==> src/rtl/mem_wb_pipe_if.sv <==
// MEM->WB bus: upstream entry handshake/fields and writeback handshake/fields.
// The pipeline stage uses the slave view; its environment uses the master view.
// Both handshakes: a transfer happens on a rising clk edge where valid and
// ready are both 1; valid may rise without waiting for ready, and an offered
// entry's fields must stay stable until the transfer completes.
interface mem_wb_pipe_if #(
  parameter int DATA_W = 32,
  parameter int ADDR_W = 5
);
  // Upstream (memory-access stage) side
  logic              mem_valid;
  logic              mem_ready;
  logic [ADDR_W-1:0] mem_wd;
  logic              mem_wreg;
  logic [DATA_W-1:0] mem_wdata;
  logic              mem_whilo;
  logic [DATA_W-1:0] mem_hi;
  logic [DATA_W-1:0] mem_lo;
  logic              mem_llbit_we;
  logic              mem_llbit_value;

  // Downstream (register file / HI-LO writeback) side
  logic              wb_valid;
  logic              wb_ready;
  logic [ADDR_W-1:0] wb_wd;
  logic              wb_wreg;
  logic [DATA_W-1:0] wb_wdata;
  logic              wb_whilo;
  logic [DATA_W-1:0] wb_hi;
  logic [DATA_W-1:0] wb_lo;
  logic              wb_llbit_we;
  logic              wb_llbit_value;

  // Environment view: drives entries in and the writeback ready
  modport master (
    output mem_valid, mem_wd, mem_wreg, mem_wdata, mem_whilo,
           mem_hi, mem_lo, mem_llbit_we, mem_llbit_value, wb_ready,
    input  mem_ready, wb_valid, wb_wd, wb_wreg, wb_wdata, wb_whilo,
           wb_hi, wb_lo, wb_llbit_we, wb_llbit_value
  );

  // Pipeline-stage view
  modport slave (
    input  mem_valid, mem_wd, mem_wreg, mem_wdata, mem_whilo,
           mem_hi, mem_lo, mem_llbit_we, mem_llbit_value, wb_ready,
    output mem_ready, wb_valid, wb_wd, wb_wreg, wb_wdata, wb_whilo,
           wb_hi, wb_lo, wb_llbit_we, wb_llbit_value
  );
endinterface

==> src/rtl/mem_wb_pipe.sv <==
// MEM->WB pipeline stage with a 2-entry skid buffer (main + skid), synchronous
// flush, HI/LO and LLbit write channels, r0 write squashing and a saturating
// count of back-pressured cycles.
module mem_wb_pipe #(
  parameter int DATA_W      = 32,
  parameter int ADDR_W      = 5,
  parameter int HILO_EN     = 1,
  parameter int R0_SUPPRESS = 1,
  parameter int CNT_W       = 16
) (
  input  logic                clk,
  input  logic                rst,
  input  logic                flush,
  mem_wb_pipe_if.slave        bus,
  output logic [CNT_W-1:0]    stall_cnt
);

  typedef struct packed {
    logic [ADDR_W-1:0] wd;
    logic              wreg;
    logic [DATA_W-1:0] wdata;
    logic              whilo;
    logic [DATA_W-1:0] hi;
    logic [DATA_W-1:0] lo;
    logic              llbit_we;
    logic              llbit_value;
  } entry_t;

  entry_t           main_q, main_d;
  entry_t           skid_q, skid_d;
  logic             main_valid_q, main_valid_d;
  logic             skid_valid_q, skid_valid_d;
  logic [CNT_W-1:0] stall_cnt_q, stall_cnt_d;

  entry_t in_entry;
  logic   in_fire;
  logic   out_fire;

  assign in_entry = '{wd:          bus.mem_wd,
                      wreg:        bus.mem_wreg,
                      wdata:       bus.mem_wdata,
                      whilo:       bus.mem_whilo,
                      hi:          bus.mem_hi,
                      lo:          bus.mem_lo,
                      llbit_we:    bus.mem_llbit_we,
                      llbit_value: bus.mem_llbit_value};

  // Ready depends only on registered state, so wb_ready never reaches mem_ready.
  assign bus.mem_ready = ~skid_valid_q;
  assign in_fire       = bus.mem_valid & bus.mem_ready;
  assign out_fire      = main_valid_q & bus.wb_ready;

  // Next state of main/skid; flush overrides every other event of the cycle.
  always_comb begin
    main_d       = main_q;
    skid_d       = skid_q;
    main_valid_d = main_valid_q;
    skid_valid_d = skid_valid_q;
    if (flush) begin
      main_valid_d = 1'b0;
      skid_valid_d = 1'b0;
    end else if (out_fire && skid_valid_q) begin
      // mem_ready is low while skid is full, so no input can arrive here.
      main_d       = skid_q;
      skid_valid_d = 1'b0;
    end else if (in_fire && (!main_valid_q || out_fire)) begin
      main_d       = in_entry;
      main_valid_d = 1'b1;
    end else if (in_fire) begin
      skid_d       = in_entry;
      skid_valid_d = 1'b1;
    end else if (out_fire) begin
      main_valid_d = 1'b0;
    end
  end

  // Back-pressure counter: saturates, ignores flush, cleared only by reset.
  always_comb begin
    stall_cnt_d = stall_cnt_q;
    if (main_valid_q && !bus.wb_ready && (stall_cnt_q != {CNT_W{1'b1}}))
      stall_cnt_d = stall_cnt_q + 1'b1;
  end

  // State registers with asynchronous reset to an empty, all-zero stage.
  always_ff @(posedge clk or posedge rst) begin
    if (rst) begin
      main_q       <= '0;
      skid_q       <= '0;
      main_valid_q <= 1'b0;
      skid_valid_q <= 1'b0;
      stall_cnt_q  <= '0;
    end else begin
      main_q       <= main_d;
      skid_q       <= skid_d;
      main_valid_q <= main_valid_d;
      skid_valid_q <= skid_valid_d;
      stall_cnt_q  <= stall_cnt_d;
    end
  end

  // Enables are qualified by valid; data fields show the stored entry as-is.
  assign bus.wb_valid       = main_valid_q;
  assign bus.wb_wd          = main_q.wd;
  assign bus.wb_wdata       = main_q.wdata;
  assign bus.wb_wreg        = main_q.wreg & main_valid_q &
                              ~((R0_SUPPRESS != 0) && (main_q.wd == '0));
  assign bus.wb_whilo       = main_q.whilo & main_valid_q & (HILO_EN != 0);
  assign bus.wb_hi          = main_q.hi & {DATA_W{HILO_EN != 0}};
  assign bus.wb_lo          = main_q.lo & {DATA_W{HILO_EN != 0}};
  assign bus.wb_llbit_we    = main_q.llbit_we & main_valid_q;
  assign bus.wb_llbit_value = main_q.llbit_value;
  assign stall_cnt          = stall_cnt_q;

endmodule

==> src/flat_wrapper.sv <==
// flat-port wrapper written by rule: the top's interface ports become plain ports
module mem_wb_pipe_flat 
#(
  parameter int DATA_W      = 32,
  parameter int ADDR_W      = 5,
  parameter int HILO_EN     = 1,
  parameter int R0_SUPPRESS = 1,
  parameter int CNT_W       = 16
)
  (clk, rst, flush, stall_cnt, bus_mem_valid, bus_mem_wd, bus_mem_wreg, bus_mem_wdata, bus_mem_whilo, bus_mem_hi, bus_mem_lo, bus_mem_llbit_we, bus_mem_llbit_value, bus_wb_ready, bus_mem_ready, bus_wb_valid, bus_wb_wd, bus_wb_wreg, bus_wb_wdata, bus_wb_whilo, bus_wb_hi, bus_wb_lo, bus_wb_llbit_we, bus_wb_llbit_value);
  mem_wb_pipe_if #(.DATA_W(DATA_W), .ADDR_W(ADDR_W)) bus_i ();
  input  logic clk;
  input  logic rst;
  input  logic flush;
  output logic [CNT_W-1:0] stall_cnt;
  input wire logic [$bits(bus_i.mem_valid)-1:0] bus_mem_valid;
  input wire logic [$bits(bus_i.mem_wd)-1:0] bus_mem_wd;
  input wire logic [$bits(bus_i.mem_wreg)-1:0] bus_mem_wreg;
  input wire logic [$bits(bus_i.mem_wdata)-1:0] bus_mem_wdata;
  input wire logic [$bits(bus_i.mem_whilo)-1:0] bus_mem_whilo;
  input wire logic [$bits(bus_i.mem_hi)-1:0] bus_mem_hi;
  input wire logic [$bits(bus_i.mem_lo)-1:0] bus_mem_lo;
  input wire logic [$bits(bus_i.mem_llbit_we)-1:0] bus_mem_llbit_we;
  input wire logic [$bits(bus_i.mem_llbit_value)-1:0] bus_mem_llbit_value;
  input wire logic [$bits(bus_i.wb_ready)-1:0] bus_wb_ready;
  output wire logic [$bits(bus_i.mem_ready)-1:0] bus_mem_ready;
  output wire logic [$bits(bus_i.wb_valid)-1:0] bus_wb_valid;
  output wire logic [$bits(bus_i.wb_wd)-1:0] bus_wb_wd;
  output wire logic [$bits(bus_i.wb_wreg)-1:0] bus_wb_wreg;
  output wire logic [$bits(bus_i.wb_wdata)-1:0] bus_wb_wdata;
  output wire logic [$bits(bus_i.wb_whilo)-1:0] bus_wb_whilo;
  output wire logic [$bits(bus_i.wb_hi)-1:0] bus_wb_hi;
  output wire logic [$bits(bus_i.wb_lo)-1:0] bus_wb_lo;
  output wire logic [$bits(bus_i.wb_llbit_we)-1:0] bus_wb_llbit_we;
  output wire logic [$bits(bus_i.wb_llbit_value)-1:0] bus_wb_llbit_value;
  assign bus_i.mem_valid = bus_mem_valid;
  assign bus_i.mem_wd = bus_mem_wd;
  assign bus_i.mem_wreg = bus_mem_wreg;
  assign bus_i.mem_wdata = bus_mem_wdata;
  assign bus_i.mem_whilo = bus_mem_whilo;
  assign bus_i.mem_hi = bus_mem_hi;
  assign bus_i.mem_lo = bus_mem_lo;
  assign bus_i.mem_llbit_we = bus_mem_llbit_we;
  assign bus_i.mem_llbit_value = bus_mem_llbit_value;
  assign bus_i.wb_ready = bus_wb_ready;
  assign bus_mem_ready = bus_i.mem_ready;
  assign bus_wb_valid = bus_i.wb_valid;
  assign bus_wb_wd = bus_i.wb_wd;
  assign bus_wb_wreg = bus_i.wb_wreg;
  assign bus_wb_wdata = bus_i.wb_wdata;
  assign bus_wb_whilo = bus_i.wb_whilo;
  assign bus_wb_hi = bus_i.wb_hi;
  assign bus_wb_lo = bus_i.wb_lo;
  assign bus_wb_llbit_we = bus_i.wb_llbit_we;
  assign bus_wb_llbit_value = bus_i.wb_llbit_value;
  mem_wb_pipe #(.DATA_W(DATA_W), .ADDR_W(ADDR_W), .HILO_EN(HILO_EN), .R0_SUPPRESS(R0_SUPPRESS), .CNT_W(CNT_W)) u_core (.clk(clk), .rst(rst), .flush(flush), .bus(bus_i), .stall_cnt(stall_cnt));
endmodule
==> config.mk <==
export PLATFORM = sky130hd
export DESIGN_NAME = mem_wb_pipe_flat
export DESIGN_NICKNAME = d
export VERILOG_FILES = /design/src/rtl/mem_wb_pipe_if.sv /design/src/rtl/mem_wb_pipe.sv /design/src/flat_wrapper.sv
export SDC_FILE = /design/constraint.sdc
export NUM_CORES = 1
export LEC_CHECK = 0
export ABC_AREA = 1
export CELL_PAD_IN_SITES_DETAIL_PLACEMENT = 0
export CELL_PAD_IN_SITES_GLOBAL_PLACEMENT = 2
export CORE_MARGIN = 3
export CORE_UTILIZATION = 32
export DETAILED_ROUTE_END_ITERATION = 8
export PLACE_DENSITY = 0.95
export REMOVE_ABC_BUFFERS = 1
export SYNTH_ARGS = -nofsm -noshare
export SYNTH_HDL_FRONTEND = slang
export SYNTH_SLANG_ARGS = --single-unit
==> constraint.sdc <==
create_clock -name clk -period 11.5 [get_ports clk]
set_input_delay 1.15 -clock clk [delete_from_list [all_inputs] [get_ports clk]]
set_output_delay 1.15 -clock clk [all_outputs]
set_load 0.05 [all_outputs]
==> metrics.yaml <==
status: "completed"
r2r_setup_slack_ns: 8.32
syn-cell-area_sq_um: 11050
fillers: 3383
combPwrFrac_pct: 27.5
holdWs_ns: 0.4869
p_int_mw: 1.868
finalHoldViolations: 0
hold_end: "u_core.skid_q[69]"
synth_top_cell_by_area: "dfrtp_1"
io_buffers: 232
ys_types: 20
cpMaxStageDelayCell: "buf_4"
netlist.area_leader.share_pct: 51.65
power_density_nw_per_um2: 203.3
wl_mm: 29.51
tns_ns: 0
cts.sinks: 228
worstRegToRegCells: 7
vias: 8946
cp_common_cell: "nand2_1"
antenna_cells_inserted: 0
r2r-end: "u_core.bus.wb_wdata[4]"
layout-drive-gt1-share_pct: 4.288
clock_latency_ns: 0.54
postCtsHoldBufs: 0
post-route-period-util_pct: 33.04
required_ns: 11.96
synth_area_leaders: "dfrtp_1 (52%), nand2_1 (17%), o21ai_1 (9.3%)"
crit_cells: 8
area_growth_pct: 26.16
cts_tree: "done"
multi_input_area_sq_um: 3749
rows: 67
drt-initial-drc-count: 399
worstSetupEndpointType: "flip-flop"
worstSetupPathType: "in -> reg"
path_cells: "clkdlybuf4s50_1 -> nand3_4 -> buf_4 -> buf_4 -> nand2_1 -> o21ai_1 -> nand2_1 -> nand2_1"
num-nets-final: 1608
drt-pass1-iter-count: 7
r2r-start: "u_core.bus.wb_valid"
fmax_mhz: 263.1
wl_per_cell_um: 15.03
async_flop_share_pct: 100.0
setup_violations: 0
drc: 0
arrival_ns: 4.26
drv_slew: 0
synth_area_per_cell_sq_um: 7.850
viasPerCell: 4.555
yosys-top-cells-count: "nand2_1 (486), dfrtp_1 (228), o21ai_1 (206), inv_1 (136), nand3_1 (115)"
cts_resized: 0
dieArea_sq_um: 36780
p_total_mw: 2.832
grt_use_total_pct: 16.14
power_frac_seq_pct: 38.8
cts_max_level: 1
p_clk_share_pct: 33.7
switching_share_pct: 34.06
finClkSkew_ns: 0.01698
coreArea_sq_um: 33780
synth.most_common_cell: "nand2_1"
cap_violations: 0
max_stage_delay_ns: 0.77
grt_max_degree: 111
cts_setup_buffers: 0
hp-start: "u_core.skid_q[69]"
ys.flop_type: "dfrtp_1"
die_w_um: 191.8
p_switching_mw: 0.9647
dp_hpwl_mm: 18.17
critPathLaunchType: "input port"
cts_buffers: 27
grt_overflow: 0
worst-path-buf-inv: 3
ys_ff_latch: 228
min_period_ns: 3.800
antenna_found_initial: 4
initial_core_util_pct: 32.70
clk_pin_slew_ns: 0.06
max_slew_margin_pct: 25.43
hold_depth: 2
critPathTopFamily: "buffers and inverters"
vdd_drop_max_mv: 0.1297
min_path_type: "reg -> reg"
cts_root_buffer: "clkbuf_16"
ios: 233
tightest_slew_ns: 1.119
fp.dieH_um: 191.8
grt_pass1_wl_mm: 48.34
synth_enable_flop_cells: 0
p_leak_nw: 6.810
detail-route-antenna-nets: 0
worstPathMaxFanout: 84
netlist_instances: 1407
ff_latch_area_sq_um: 5705
grt_pass1_vias: 8942
rsz0062_at_grt: "false"
place_congestion: 0.7848
synth-warning-count: 0
cts.path.max_buffers: 3
synth.yosys.seq_area_share_pct: 51.65
[state kept, by name (all words and copies together), names as in the netlist, 3 cells and up]
name,cells
u_core.bus.wb_hi,32
u_core.bus.wb_lo,32
u_core.bus.wb_wd,5
u_core.bus.wb_wdata,32
u_core.main_q,3
u_core.skid_q,105
u_core.stall_cnt,16
[metal layers]
| layer | vias to the layer above | global-route usage, % | share of wire (%) |
|---|---|---|---|
| li1 | 4517 | - | - |
| met1 | 4151 | 22.05 | 46 |
| met2 | 226 | 25.78 | 44 |
| met3 | 44 | 4.289 | 7.7 |
| met4 | 8 | 3.443 | 1.7 |
| met5 | - | 0 | 0.21 |
[layout make-up]
class / count / share of cell area [%]
flip-flops and latches: 228 / 40.94
multi-input cells: 861 / 26.90
repair buffers: 242 / 17.20
clock buffers: 35 / 5.567
well taps: 448 / 4.023
inverters: 137 / 3.744
clock inverters: 13 / 1.616
[power by group through the flow]
| stage | clock, mW | combinational, mW | sequential, mW |
|---|---|---|---|
| floorplan | 0 | 0.253 | 1.36 |
| global placement | 0 | 0.775 | 1.11 |
| detailed placement | 0 | 0.788 | 1.11 |
| CTS | 0.988 | 0.789 | 1.10 |
| global route | 1.02 | 0.856 | 1.13 |
| finish | 0.954 | 0.779 | 1.10 |
[stage by stage]
stage          utilization, %  instances  area, sq um  setup slack [ns]
3_5_place_dp            38.28       1916        12930             7.160
3_3_place_gp            38.28       1916        12930             7.189
5_1_grt                 41.25       1964        13930             7.391
6_report                41.25       1964        13930             7.700
4_1_cts                 41.25       1964        13930             7.696
2_1_floorplan               -       1226         9936             4.102
[cell families (layout without fill, tap and decap cells)]
family                     count (synthesis)  after routing  share of synthesized area (%)
adders and majority gates                  1              1                         0.1133
AOI/OAI and AO/OA                        221            221                          10.04
xor gates and xnor gates                   2              2                         0.1586
buffers and inverters                    318            427                          14.70
DFF                                      228            228                          51.65
and+or+nand+nor                          637            637                          23.33
[worst reg2reg max path, cell delays in order, from the launching register on]
cell and delay, ns:
dfrtp_1 0.50, nand3_4 0.53, buf_4 0.68, buf_4 0.85, nand2_1 0.24, o21ai_1 0.14, nand2_1 0.07, nand2_1 0.10
[worst max path at each step]
stage | start | to | slack [ns]
floorplan | rst | u_core.bus.wb_hi[0] | 4.10
global placement | bus_wb_ready | u_core.bus.wb_lo[4] | 7.19
detailed placement | bus_wb_ready | u_core.bus.wb_wdata[4] | 7.16
CTS | bus_wb_ready | u_core.bus.wb_wdata[4] | 7.70
global route | bus_wb_ready | u_core.skid_q[19] | 7.39
finish | bus_wb_ready | u_core.bus.wb_wdata[4] | 7.70
[cell usage in the layout, fill, tap and decap left out, drive strengths merged, types with 9 or more instances in the layout]
| master | Yosys | routed |
|---|---|---|
| nand2 | 488 | 488 |
| clkdlybuf4s50 | 0 | 232 |
| dfrtp | 228 | 228 |
| o21ai | 220 | 220 |
| inv | 137 | 138 |
| nand3 | 115 | 115 |
| clkbuf | 21 | 35 |
| nor2 | 21 | 21 |
| buf | 160 | 10 |
| nand4 | 9 | 9 |
Note: power is estimated with default switching activity, not from simulation.
